$ cat src/rtl/oam_dma_if.sv
// Signal bundle between the OAM DMA engine and the CPU-side system:
// $4014 trigger, source memory read port and PPU register write port.
interface oam_dma_if;
  logic        reg_wr;
  logic [7:0]  reg_data;
  logic        cpu_halt;
  logic [15:0] bus_addr;
  logic        bus_rden;
  logic [7:0]  bus_data_in;
  logic [2:0]  ppu_cpu_addr;
  logic [7:0]  ppu_cpu_data_out;
  logic        ppu_cpu_wren;
  logic        dma_done;

  modport master (
    input  reg_wr, reg_data, bus_data_in,
    output cpu_halt, bus_addr, bus_rden, ppu_cpu_addr, ppu_cpu_data_out,
           ppu_cpu_wren, dma_done
  );

  modport slave (
    output reg_wr, reg_data, bus_data_in,
    input  cpu_halt, bus_addr, bus_rden, ppu_cpu_addr, ppu_cpu_data_out,
           ppu_cpu_wren, dma_done
  );
endinterface

$ cat src/rtl/oam_dma.sv
// OAM DMA engine: on a $4014 write, halts the CPU and copies one 256-byte
// CPU page into the PPU OAMDATA port, one read/write cycle pair per byte.
module oam_dma #(
  parameter logic [2:0] OAMDATA_REG = 3'd4,
  parameter int         XFER_LEN    = 256
) (
  input  logic      clk,
  input  logic      reset,
  oam_dma_if.master bus
);

  localparam logic [7:0] LAST_IDX = 8'(XFER_LEN - 1);

  typedef enum logic [2:0] {
    IDLE  = 3'd0,
    HALT  = 3'd1,
    ALIGN = 3'd2,
    READ  = 3'd3,
    WRITE = 3'd4,
    DONE  = 3'd5
  } state_t;

  state_t      state_r;
  logic [7:0]  page_r;
  logic [7:0]  idx_r;
  logic        parity_r;
  logic        cpu_halt_r;
  logic        bus_rden_r;
  logic [15:0] bus_addr_r;
  logic [2:0]  ppu_cpu_addr_r;
  logic        ppu_cpu_wren_r;
  logic        dma_done_r;

  // Transfer sequencer; every output is registered from the state being entered.
  always_ff @(posedge clk) begin
    if (reset) begin
      state_r        <= IDLE;
      page_r         <= 8'd0;
      idx_r          <= 8'd0;
      parity_r       <= 1'b0;
      cpu_halt_r     <= 1'b0;
      bus_rden_r     <= 1'b0;
      bus_addr_r     <= 16'd0;
      ppu_cpu_addr_r <= 3'd0;
      ppu_cpu_wren_r <= 1'b0;
      dma_done_r     <= 1'b0;
    end else begin
      parity_r       <= ~parity_r;
      cpu_halt_r     <= 1'b0;
      bus_rden_r     <= 1'b0;
      bus_addr_r     <= 16'd0;
      ppu_cpu_addr_r <= 3'd0;
      ppu_cpu_wren_r <= 1'b0;
      dma_done_r     <= 1'b0;
      case (state_r)
        // DONE accepts a new trigger exactly like IDLE, so back-to-back
        // transfers need no idle cycle in between.
        IDLE, DONE: begin
          if (bus.reg_wr) begin
            page_r     <= bus.reg_data;
            idx_r      <= 8'd0;
            cpu_halt_r <= 1'b1;
            state_r    <= HALT;
          end else begin
            state_r <= IDLE;
          end
        end
        HALT: begin
          cpu_halt_r <= 1'b1;
          if (parity_r) begin
            state_r <= ALIGN;
          end else begin
            bus_rden_r <= 1'b1;
            bus_addr_r <= {page_r, idx_r};
            state_r    <= READ;
          end
        end
        ALIGN: begin
          cpu_halt_r <= 1'b1;
          bus_rden_r <= 1'b1;
          bus_addr_r <= {page_r, idx_r};
          state_r    <= READ;
        end
        READ: begin
          cpu_halt_r     <= 1'b1;
          ppu_cpu_wren_r <= 1'b1;
          ppu_cpu_addr_r <= OAMDATA_REG;
          state_r        <= WRITE;
        end
        WRITE: begin
          if (idx_r == LAST_IDX) begin
            dma_done_r <= 1'b1;
            state_r    <= DONE;
          end else begin
            // The page byte is fixed: the index wraps without carrying into it.
            idx_r      <= idx_r + 8'd1;
            cpu_halt_r <= 1'b1;
            bus_rden_r <= 1'b1;
            bus_addr_r <= {page_r, idx_r + 8'd1};
            state_r    <= READ;
          end
        end
        default: begin
          state_r <= IDLE;
        end
      endcase
    end
  end

  assign bus.cpu_halt         = cpu_halt_r;
  assign bus.bus_rden         = bus_rden_r;
  assign bus.bus_addr         = bus_addr_r;
  assign bus.ppu_cpu_addr     = ppu_cpu_addr_r;
  assign bus.ppu_cpu_wren     = ppu_cpu_wren_r;
  assign bus.dma_done         = dma_done_r;
  // Read data arrives in the WRITE cycle and goes straight through to the PPU.
  assign bus.ppu_cpu_data_out = ppu_cpu_wren_r ? bus.bus_data_in : 8'd0;

endmodule
$ cat src/flat_wrapper.sv
// flat-port wrapper written by rule: the top's interface ports become plain ports
module oam_dma_flat 
#(
  parameter logic [2:0] OAMDATA_REG = 3'd4,
  parameter int         XFER_LEN    = 256
)
  (clk, reset, bus_reg_wr, bus_reg_data, bus_bus_data_in, bus_cpu_halt, bus_bus_addr, bus_bus_rden, bus_ppu_cpu_addr, bus_ppu_cpu_data_out, bus_ppu_cpu_wren, bus_dma_done);
  oam_dma_if bus_i ();
  input  logic clk;
  input  logic reset;
  input wire logic [$bits(bus_i.reg_wr)-1:0] bus_reg_wr;
  input wire logic [$bits(bus_i.reg_data)-1:0] bus_reg_data;
  input wire logic [$bits(bus_i.bus_data_in)-1:0] bus_bus_data_in;
  output wire logic [$bits(bus_i.cpu_halt)-1:0] bus_cpu_halt;
  output wire logic [$bits(bus_i.bus_addr)-1:0] bus_bus_addr;
  output wire logic [$bits(bus_i.bus_rden)-1:0] bus_bus_rden;
  output wire logic [$bits(bus_i.ppu_cpu_addr)-1:0] bus_ppu_cpu_addr;
  output wire logic [$bits(bus_i.ppu_cpu_data_out)-1:0] bus_ppu_cpu_data_out;
  output wire logic [$bits(bus_i.ppu_cpu_wren)-1:0] bus_ppu_cpu_wren;
  output wire logic [$bits(bus_i.dma_done)-1:0] bus_dma_done;
  assign bus_i.reg_wr = bus_reg_wr;
  assign bus_i.reg_data = bus_reg_data;
  assign bus_i.bus_data_in = bus_bus_data_in;
  assign bus_cpu_halt = bus_i.cpu_halt;
  assign bus_bus_addr = bus_i.bus_addr;
  assign bus_bus_rden = bus_i.bus_rden;
  assign bus_ppu_cpu_addr = bus_i.ppu_cpu_addr;
  assign bus_ppu_cpu_data_out = bus_i.ppu_cpu_data_out;
  assign bus_ppu_cpu_wren = bus_i.ppu_cpu_wren;
  assign bus_dma_done = bus_i.dma_done;
  oam_dma #(.OAMDATA_REG(OAMDATA_REG), .XFER_LEN(XFER_LEN)) u_core (.clk(clk), .reset(reset), .bus(bus_i));
endmodule
$ cat config.mk
export PLATFORM = sky130hd
export DESIGN_NAME = oam_dma_flat
export DESIGN_NICKNAME = d
export VERILOG_FILES = /design/src/rtl/oam_dma_if.sv /design/src/rtl/oam_dma.sv /design/src/flat_wrapper.sv
export SDC_FILE = /design/constraint.sdc
export NUM_CORES = 1
export LEC_CHECK = 0
export CORE_MARGIN = 3
export CORE_UTILIZATION = 45
export DETAILED_ROUTE_END_ITERATION = 7
export GPL_TIMING_DRIVEN = 0
export PLACE_DENSITY = 0.84
export SLEW_MARGIN = 20
export SYNTH_ARGS = -nofsm -noshare
export SYNTH_HDL_FRONTEND = slang
export SYNTH_SLANG_ARGS = --single-unit
$ cat constraint.sdc
create_clock -name clk -period 2.68 [get_ports clk]
set_input_delay 0.804 -clock clk [delete_from_list [all_inputs] [get_ports clk]]
set_output_delay 0.804 -clock clk [all_outputs]
set_load 0.05 [all_outputs]
=== Yosys cells after proc, flatten, opt, wreduce, memory -nomap -nowiden ===
Cells that the tools add are included.

* Add/subtract/negate cells: 1
* Eq/ne operators: 8
* Muxes and demuxes: 19
* Bitwise logic cells: 2
* Reduce and logical (&&, ||, !) cells: 7

{| class="wikitable"
|+ Operator list
! operator !! count
|-
| $pmux 16 s3 || 1
|-
| $mux 16 || 2
|-
| $mux 8 || 3
|-
| $pmux 8 s2 || 1
|-
| $pmux 3 s5 || 1
|-
| $add 8x1->8 const B || 1
|-
| $eq 8x8->1 const B || 1
|-
| $mux 1 || 7
|-
| $eq 3x2->1 const B || 2
|-
| $eq 3x3->1 const B || 2
|-
| $mux 3 || 2
|-
| $pmux 1 s3 || 2
|-
| $ne 2x2->1 const B || 2
|-
| $reduce_or 2->1 || 2
|-
| $eq 3x1->1 const B || 1
|-
| $logic_not 3->1 || 1
|-
| $reduce_and 3->1 || 1
|-
| $reduce_or 3->1 || 1
|-
| $not 1->1 || 2
|-
| $reduce_and 2->1 || 1
|-
| $reduce_bool 2->1 || 1
|}

* Bits in registers: 43
* Output and inout bits: 31
* Word-level logic and storage cells: 47

=== Longest topological paths before layout ===
Gate-level depths: netlist of run 1.

* Depth in word-level cells: 4
* Mapped depth: 7
* Depth with buffers taken out: 5

=== Worst setup path before layout of run 1 ===
No wires, ideal clock.

* Path kind: input -> output
* Start point: in bus_bus_data_in[0]
* End point: out bus_ppu_cpu_data_out[0]
* Arrival: 1.216 ns
* Setup slack: 0.660 ns
* Cell stages on the path: 1
* Path buffers: 0
* Path through: and2_1

* Longest elaborated chain between the ends: 1

{| class="wikitable"
|+ RTL lines
! what !! line !! source
|-
| from (decl) || flat_wrapper.sv:13 || <nowiki>input wire logic [$bits(bus_i.bus_data_in)-1:0] bus_bus_data_in;</nowiki>
|-
| $mux 8 || oam_dma.sv:117 || <nowiki>assign bus.ppu_cpu_data_out = ppu_cpu_wren_r ? bus.bus_data_in : 8'd0;</nowiki>
|-
| to (decl) || flat_wrapper.sv:18 || <nowiki>output wire logic [$bits(bus_i.ppu_cpu_data_out)-1:0] bus_ppu_cpu_data_out;</nowiki>
|}

No other way between the ends.

=== Final worst setup path of run 1 ===
* Start point: in bus_bus_data_in[2]
* End point: out bus_ppu_cpu_data_out[2]

Same word-level chain as after synthesis.

==> flow_metrics.env, run 1 <==
export IMPL_cts_tree="yes"
export IMPL_cts_sinks=40
export IMPL_portBuffers=46
export IMPL_timing_final_hold_violations=0
export IMPL_grt_total_usage_pct=17.2
export IMPL_met2_usage_pct=29.0
export IMPL_maxCapViolations=0
export IMPL_finalCriticalPeriod_ps=2650
export IMPL_grt_pass1_wl_um=5790
export IMPL_use_met3_pct=5.78
export IMPL_drt_initial_drc_count=54
export IMPL_grt_start_max_net_pins=15
export IMPL_antenna_found_initial=0
export IMPL_async_reset_ff_share_pct=0
export IMPL_cts_hold_buffers=0
export IMPL_ys_seq_elements=40
export IMPL_cts_inserted_buffers=5
export IMPL_fp_dieArea_um2=4400
export IMPL_synth_seq_area_share_pct=48.9
export IMPL_syn_inst=184
export IMPL_outcome="finished, final reports clean"
export IMPL_setup_viol=0
export IMPL_die_height_um=66.3
export IMPL_synth_ff_type="dfxtp_1"
export IMPL_clk_latency_ps=350
export IMPL_ant_nets=0
export IMPL_path_class="primary input to output pin"
export IMPL_die_x_um=66.3
export IMPL_worst_slew_pin_slew_ps=800
export IMPL_synth_edf_count=0
export IMPL_rsz0062_at_grt="false"
export IMPL_areaGrowthSynthToFinish_pct=35.3
export IMPL_clockBufferDepth=2
export IMPL_rows=21
export IMPL_drc=0
export IMPL_syn_cell_area_um2=1640
export IMPL_met1_usage_pct=20.1
export IMPL_vias=1442
export IMPL_dp_cells=277
export IMPL_yosys_area_top_type="dfxtp_1"
export IMPL_viasPerCell=5.06
export IMPL_max_vdd_ir_drop_v=0.000367
export IMPL_h_tree_depth=2
export IMPL_synth_top_cell_area_share_pct=48.9
export IMPL_gp_congestion=0.902
export IMPL_maxSlewHeadroom_pct=46.4
export IMPL_yosysUniqueCellTypes=42
export IMPL_fp_coreArea_um2=3420
export IMPL_routedWlPerCell_um=12.5
export IMPL_synth_area_top_cells="dfxtp_1 49%, a21oi_1 7.6%, and2_1 6.1%"
export IMPL_finalCritPeriodShare_pct=99.0
export IMPL_grt_overflow=0
export IMPL_cp_max_fo=1
export IMPL_finalClockSkew_ps=11.4
export IMPL_grt_pass1_vias=1318
export IMPL_p_leak_nw=0.850
export IMPL_required_ps=1880
export IMPL_drt_pass1_iterations=4
export IMPL_dpl_instance_area_um2=2160
export IMPL_io_pins=50
export IMPL_n_antenna_cell=0
export IMPL_fmax_mhz=377
export IMPL_slew_violations=0
export IMPL_busiest_layer="met2"
export IMPL_p_total_mw=1.25
export IMPL_post_layout_nonfiller_instances=285
export IMPL_avgSynthCellArea_um2=8.89
export IMPL_tns_ps=0
export IMPL_clkSlewWorstSetupHoldPaths_ps=130
export IMPL_root_buffer="clkbuf_4"
export IMPL_fin_nets=258
export IMPL_wl_um=3550
export IMPL_hold_path_class="flop to flop"
export IMPL_start_util_pct=47.9
export IMPL_timing_critical_path_from_type="primary input"
export IMPL_postLayoutCellArea_um2=2210
export IMPL_endpoint_kind="output pin"
export IMPL_finalCoreUtilization_pct=64.8
export IMPL_worstPathArrival_ps=1850
export IMPL_hpwl_um=2570
export IMPL_synth_warnings=0
export IMPL_power_density_nw_per_um2=566
export IMPL_drive_gt1_share_pct=11.7
==> kinds of logic (layout without fill, tap and decap cells) <==
logic type / after synthesis / after routing / synth area share [%]
AOI/OAI and AO/OA: 45 / 45 / 16.8
and+or+nand+nor: 84 / 84 / 28.3
adders and majority gates: 1 / 1 / 0.764
DFF: 40 / 40 / 48.9
buffers and inverters: 12 / 66 / 4.43
other: 1 / 2 / 0.229
xor gates and xnor gates: 1 / 1 / 0.535
==> metrics by stage <==
stage / setup slack, ps / hold slack, ps
3_3_place_gp: -301 / 429
5_1_grt: 1.09 / 482
2_1_floorplan: 660 / 413
4_1_cts: 0.237 / 460
3_5_place_dp: -329 / 440
6_report: 26.1 / 460
==> worst max-delay path, stage by stage <==
cell and delay [ps]:
clkdlybuf4s50_1 450, and2_1 110, clkdlybuf4s15_1 490
==> metal layers <==
layer	wire, um	part of all wire [%]
met1	1540	43
met3	290	8.2
met4	48	1.4
met2	1670	47
met5	0	0
==> what timing repair did <==
action                     4_1_cts  5_1_grt
setup endpoints to repair        8        6
hold endpoints to repair         0        0
buffers inserted                 0        0
resized for setup               17        6
==> flip-flops by register name, summed over array words and instances, names as in the netlist <==
signal,cells
u_core.bus.bus_addr,16
u_core.page_r,8
u_core.idx_r,8
u_core.bus.dma_done,1
u_core.state_r,3
u_core.parity_r,1
u_core.bus.cpu_halt,1
u_core.bus.bus_rden,1
u_core.bus.ppu_cpu_addr,1
==> synth_stat cells, types with 2 or more instances <==
library cell  count
dfxtp_1          40
a21o_1            2
clkbuf_1          4
buf_4             3
nor3_1            5
and2_1           16
buf_6             2
o21ai_0           5
a31oi_1           4
nand3b_1          2
a311oi_1          3
a21oi_1          25
nand2_1          26
nand3_1           8
nor2b_1           2
and3_1            4
nor2_1            7
nor4_1            2
==> cell usage in the layout (no fill, tap or decap), types with 5 or more instances in the layout <==
cell | netlist | final
clkbuf_2 | 0 | 6
nand3_1 | 8 | 8
o21ai_0 | 5 | 5
and2_1 | 16 | 16
dfxtp_1 | 40 | 40
nor3_1 | 5 | 5
nor2_1 | 7 | 7
clkdlybuf4s50_1 | 0 | 38
clkbuf_4 | 0 | 5
a21oi_1 | 25 | 25
nand2_1 | 26 | 26
==> report_power, final <==
group | leakage, nW | switching (mW) | internal (mW)
clock network | 0.0454 | 0.206 | 0.199
logic | 0.480 | 0.135 | 0.0824
registers | 0.325 | 0.0118 | 0.618
total | 0.850 | 0.353 | 0.900
==> path summary, 6_finish.rpt <==
kind                           start                      end  slack (ps)  depth (start not counted)
hold reg to reg     u_core.page_r[6]         u_core.page_r[6]         460                          2
setup / recovery  bus_bus_data_in[2]  bus_ppu_cpu_data_out[2]          30                          3
hold / removal      u_core.page_r[6]         u_core.page_r[6]         460                          2
setup reg to reg   u_core.state_r[2]   u_core.bus.bus_addr[7]         690                          4
==> final cells by class <==
| cell class | instances | area [um2] |
|---|---|---|
| buffer | 11 | 68.8 |
| tap | 46 | 57.6 |
| timing repair buffer | 46 | 432 |
| sequential | 40 | 801 |
| inverter | 1 | 3.75 |
| clock inverter | 3 | 47.5 |
| clock buffer | 5 | 37.5 |
| multi-input combinational | 133 | 767 |
| fill | 306 | 1200 |
No activity file was read; power rests on OpenSTA's default activity.
==> inputs of run 2 (changes only) <==
--- a/config.mk
+++ b/config.mk
@@ -5,11 +5,10 @@
 export SDC_FILE = /design/constraint.sdc
 export NUM_CORES = 1
 export LEC_CHECK = 0
-export CORE_MARGIN = 3
-export CORE_UTILIZATION = 45
+export CORE_UTILIZATION = 49
 export DETAILED_ROUTE_END_ITERATION = 7
 export GPL_TIMING_DRIVEN = 0
-export PLACE_DENSITY = 0.84
+export PLACE_DENSITY = 0.9
 export SLEW_MARGIN = 20
 export SYNTH_ARGS = -nofsm -noshare
 export SYNTH_HDL_FRONTEND = slang
==> flow_metrics.env, run 2 (synthesis gave the netlist of run 1 again) <==
export IMPL_intPower_uw=826
export IMPL_rr_endpoint="u_core.bus.bus_addr[7]"
export IMPL_vias=1509
export IMPL_setup_viol=0
export IMPL_worst_slew_pin_slew_ps=872
export IMPL_postLayoutCellArea_um2=2200
export IMPL_rsz0062_at_grt="false"
export IMPL_slowest_stage="clkdlybuf4s15_1"
export IMPL_slew_violations=0
export IMPL_clockBufferDepth=2
export IMPL_fill_cells=239
export IMPL_p_sw_uw=339
export IMPL_dpl_instance_area_um2=2160
export IMPL_grt_overflow=0
export IMPL_n_antenna_cell=0
export IMPL_maxSlewHeadroom_pct=41.6
export IMPL_timing_critical_path_from_type="primary input"
export IMPL_p_leak_nw=0.843
export IMPL_path_class="primary input to output pin"
export IMPL_drc=0
export IMPL_seq_power_share_pct=54.1
export IMPL_grt_pass1_vias=1240
export IMPL_fin_nets=258
export IMPL_timing_final_hold_violations=0
export IMPL_worstHoldPathCells=1
export IMPL_outcome="finished, final reports clean"
export IMPL_start_util_pct=52.7
export IMPL_grt_start_max_net_pins=13
export IMPL_root_buffer="clkbuf_4"
export IMPL_die_height_um=59.8
export IMPL_p_clk_share_pct=27.1
export IMPL_fmax_mhz=376
export IMPL_power_density_nw_per_um2=529
export IMPL_maxCapViolations=0
export IMPL_cp_max_fo=1
export IMPL_hold_start="u_core.parity_r"
export IMPL_r2r_start="u_core.state_r[2]"
export IMPL_fin_ws_ps=18.8
export IMPL_ant_nets=0
export IMPL_critPathMaxStageDelay_ps=500
export IMPL_drt_initial_drc_count=57
export IMPL_switching_share_pct=29.1
export IMPL_cts_hold_buffers=0
export IMPL_gp_congestion=0.865
export IMPL_viasPerCell=5.33
export IMPL_io_pins=50
export IMPL_clkSlewWorstSetupHoldPaths_ps=110
export IMPL_drt_pass1_iterations=4
export IMPL_cts_resized=17
export IMPL_reg2reg_depth=4
export IMPL_postCtsSetupBuffers=0
export IMPL_combPwrFrac_pct=18.8
export IMPL_required_ps=1880
export IMPL_holdPathEnd="u_core.parity_r"
export IMPL_finalCoreUtilization_pct=71.0
export IMPL_post_layout_nonfiller_instances=283
export IMPL_worstPathArrival_ps=1860
export IMPL_grt_total_usage_pct=20.2
export IMPL_rows=20
export IMPL_die_x_um=59.8
export IMPL_portBuffers=46
export IMPL_antenna_found_initial=0
export IMPL_seqCellArea_um2=801
export IMPL_largest_reg_flops=16
export IMPL_endpoint_kind="output pin"
export IMPL_cts_sinks=40
export IMPL_routedWlPerCell_um=12.3
export IMPL_clk_latency_ps=340
export IMPL_dp_cells=275
export IMPL_max_vdd_ir_drop_v=0.000410
export IMPL_wl_um=3490
export IMPL_grt_pass1_wl_um=5460
export IMPL_drive_gt1_share_pct=10.5
export IMPL_finalCriticalPeriod_ps=2660
export IMPL_h_tree_depth=2
export IMPL_multi_input_area_um2=767
export IMPL_r2r_slack_ps=720
export IMPL_finalClockSkew_ps=10.0
export IMPL_cts_tree="yes"
export IMPL_path_cells="clkdlybuf4s50_1 > and2_1 > clkdlybuf4s15_1"
export IMPL_layout_common_cells="40 x dfxtp_1, 38 x clkdlybuf4s50_1, 26 x nand2_1"
export IMPL_cts_inserted_buffers=5
export IMPL_fp_dieArea_um2=3570
export IMPL_final_common_cell="dfxtp_1"
export IMPL_fp_coreArea_um2=3100
export IMPL_hold_path_class="flop to flop"
export IMPL_areaGrowthSynthToFinish_pct=34.6
export IMPL_pre_cts_ws_ps=-319
export IMPL_hpwl_um=2530
export IMPL_finalCritPeriodShare_pct=99.3
export IMPL_p_total_mw=1.16
[run 2: changes by cell type in the layout (fill, tap and decap cells not counted)]
cell             delta
clkbuf_8            +1
clkbuf_2            -3
clkinv_2            +2
bufinv_16           -1
clkinv_4            -2
clkdlybuf4s15_1     +3
[run 2: per-stage QoR]
step	setup TNS, ps	hold WS, ps
3_5_place_dp	-2320	435
2_1_floorplan	0	413
6_report	0	455
5_1_grt	0	477
4_1_cts	0	458
3_3_place_gp	-2220	429
[run 2: worst max-delay path, delay by kind of cell]
family	cells	cell delay [ps]
buf+inv	2	940
simple gates	1	110
[run 2: how the worst max path moves through the flow]
stage / endpoint / start
final: bus_ppu_cpu_data_out[0] / bus_bus_data_in[0]
after global routing: bus_ppu_cpu_data_out[6] / bus_bus_data_in[6]
after CTS: bus_ppu_cpu_data_out[5] / bus_bus_data_in[5]
after detailed placement: bus_ppu_cpu_data_out[3] / bus_bus_data_in[3]
after global placement: bus_ppu_cpu_data_out[2] / bus_bus_data_in[2]
after floorplan: bus_ppu_cpu_data_out[0] / bus_bus_data_in[0]
[run 2: layout make-up]
type / count / share of cell area (%)
buffer: 11 / 3.12
clock buffer: 6 / 2.33
clock inverter: 2 / 0.454
inverter: 1 / 0.170
multi-input combinational: 133 / 34.8
sequential: 40 / 36.3
tap: 44 / 2.50
timing repair buffer: 46 / 20.3
[run 2: power groups by stage]
stage                     clock network (mW)  registers (mW)  logic (mW)
after CTS                              0.318           0.630       0.219
after global placement                     0           0.643       0.215
final                                  0.316           0.630       0.219
after global routing                   0.344           0.634       0.236
after floorplan                            0           0.662       0.126
after detailed placement                   0           0.644       0.219
[run 2: routing by layer]
| metal | vias to the layer above | GRT usage [%] | part of all wire (%) |
|---|---|---|---|
| met4 | 0 | 5.65 | 0.29 |
| met3 | 2 | 6.28 | 6.6 |
| met2 | 63 | 31.7 | 49 |
| met5 | - | 0 | 0 |
| met1 | 692 | 26.8 | 44 |
| li1 | 752 | - | - |
==> inputs of run 3 (changes only) <==
--- a/config.mk
+++ b/config.mk
@@ -5,10 +5,10 @@
 export SDC_FILE = /design/constraint.sdc
 export NUM_CORES = 1
 export LEC_CHECK = 0
-export CORE_UTILIZATION = 49
+export CORE_UTILIZATION = 46
 export DETAILED_ROUTE_END_ITERATION = 7
 export GPL_TIMING_DRIVEN = 0
-export PLACE_DENSITY = 0.9
+export PLACE_DENSITY = 0.86
 export SLEW_MARGIN = 20
 export SYNTH_ARGS = -nofsm -noshare
 export SYNTH_HDL_FRONTEND = slang
==> constraint.sdc (replaced) <==
create_clock -name clk -period 2.6 [get_ports clk]
set_input_delay 0.78 -clock clk [delete_from_list [all_inputs] [get_ports clk]]
set_output_delay 0.78 -clock clk [all_outputs]
set_load 0.05 [all_outputs]
==> flow_metrics.env, run 3 (synthesis gave the netlist of run 1 again) <==
export IMPL_outcome="finished, final reports clean"
export IMPL_timing_final_hold_violations=0
export IMPL_finalClockSkew_ps=7.97
export IMPL_routedWlPerCell_um=12.9
export IMPL_cts_sinks=40
export IMPL_ant_nets=0
export IMPL_grt_pass1_vias=1260
export IMPL_finalCriticalPeriod_ps=2520
export IMPL_endpoint_kind="output pin"
export IMPL_pre_cts_ws_ps=-354
export IMPL_postLayoutCellArea_um2=2250
export IMPL_setup_viol=0
export IMPL_timing_critical_path_from_type="primary input"
export IMPL_grt_start_max_net_pins=15
export IMPL_cts_inserted_buffers=5
export IMPL_grt_total_usage_pct=19.9
export IMPL_dpl_instance_area_um2=2160
export IMPL_maxCapViolations=0
export IMPL_tns_ps=0
export IMPL_path_class="primary input to output pin"
export IMPL_largest_reg_flops=16
export IMPL_viasPerCell=5.33
export IMPL_p_clk_share_pct=32.5
export IMPL_seq_power_share_pct=50.0
export IMPL_fin_nets=258
export IMPL_cp_max_fo=1
export IMPL_dp_cells=277
export IMPL_power_density_nw_per_um2=577
export IMPL_h_tree_depth=2
export IMPL_wl_um=3670
export IMPL_start_util_pct=48.7
export IMPL_finalCoreUtilization_pct=67.0
export IMPL_switching_share_pct=28.6
export IMPL_io_pins=50
export IMPL_drc=0
export IMPL_slew_violations=0
export IMPL_n_antenna_cell=0
export IMPL_timing_hold_ws_ps=457
export IMPL_grt_overflow=0
export IMPL_postCtsSetupBuffers=0
export IMPL_gp_congestion=0.865
export IMPL_post_layout_nonfiller_instances=285
export IMPL_hpwl_um=2620
export IMPL_fp_coreArea_um2=3360
export IMPL_required_ps=1820
export IMPL_maxSlewHeadroom_pct=43.4
export IMPL_portBuffers=46
export IMPL_die_height_um=61.6
export IMPL_p_leak_nw=0.859
export IMPL_worstPathArrival_ps=1740
export IMPL_fp_dieArea_um2=3800
export IMPL_combPwrFrac_pct=17.5
export IMPL_worst_slew_pin_slew_ps=845
export IMPL_areaGrowthSynthToFinish_pct=37.8
export IMPL_hold_path_class="flop to flop"
export IMPL_clockBufferDepth=2
export IMPL_cts_hold_buffers=0
export IMPL_p_total_mw=1.30
export IMPL_vias=1520
export IMPL_grt_pass1_wl_um=5490
export IMPL_intPower_uw=929
export IMPL_die_x_um=61.6
export IMPL_reg2reg_depth=4
export IMPL_final_common_cell="dfxtp_1"
export IMPL_antenna_found_initial=0
export IMPL_rows=21
export IMPL_layout_common_cells="40 x dfxtp_1, 37 x clkdlybuf4s50_1, 26 x nand2_1"
export IMPL_clkSlewWorstSetupHoldPaths_ps=130
export IMPL_finalCritPeriodShare_pct=96.8
export IMPL_drt_pass1_iterations=6
export IMPL_drive_gt1_share_pct=12.1
export IMPL_cts_tree="yes"
export IMPL_worstHoldPathCells=2
export IMPL_drt_initial_drc_count=70
export IMPL_fmax_mhz=397
export IMPL_rsz0062_at_grt="false"
export IMPL_max_vdd_ir_drop_v=0.000328
export IMPL_fin_ws_ps=84.1
export IMPL_p_sw_uw=372
export IMPL_clk_latency_ps=350
export IMPL_root_buffer="clkbuf_4"
run 3: cell count changes in the layout (fill, tap and decap cells not counted), moves of 2 or more:
cell             before  now
clkbuf_2              3    0
clkdlybuf4s15_1       4    0
clkinv_2              2    0
clkdlybuf4s15_2       1    8
run 3: worst paths after layout:
check	start	end	slack [ps]
worst max-delay path	bus_bus_data_in[5]	bus_ppu_cpu_data_out[5]	80
worst min-delay path	u_core.page_r[5]	u_core.page_r[5]	460
worst max register to register	u_core.state_r[2]	u_core.bus.bus_addr[7]	580
worst min register to register	u_core.page_r[5]	u_core.page_r[5]	460
run 3: worst max-delay path, cell delays in order:
cell and delay (ps):
clkdlybuf4s50_1 450, and2_1 130, clkdlybuf4s15_2 370
run 3: layer usage:
layer | track usage [%] | share of wire [%] | vias to the layer above
li1 | - | - | 753
met1 | 24.4 | 44 | 706
met2 | 33.0 | 48 | 55
met3 | 5.25 | 6.4 | 6
met4 | 8.25 | 1.5 | 0
met5 | 0 | 0 | -
run 3: final cells by class:
| class | count | area [um2] |
|---|---|---|
| well taps | 46 | 57.6 |
| fillers | 288 | 1110 |
| clock buffers | 5 | 37.5 |
| repair buffers | 46 | 473 |
| multi-input cells | 133 | 767 |
| flip-flops and latches | 40 | 801 |
| inverters | 1 | 3.75 |
| plain buffers | 11 | 68.8 |
| clock inverters | 3 | 46.3 |
run 3: timing repair:
action	CTS	global route
resized for setup	24	1
pin swaps	0	0
endpoints found under the setup margin	8	1
run 3: power by group through the flow:
stage                     logic (mW)  clock network (mW)  registers (mW)
final                          0.228               0.422           0.650
after global routing           0.245               0.471           0.654
after CTS                      0.227               0.432           0.650
after detailed placement       0.225                   0           0.664
after global placement         0.222                   0           0.662
after floorplan                0.130                   0           0.683
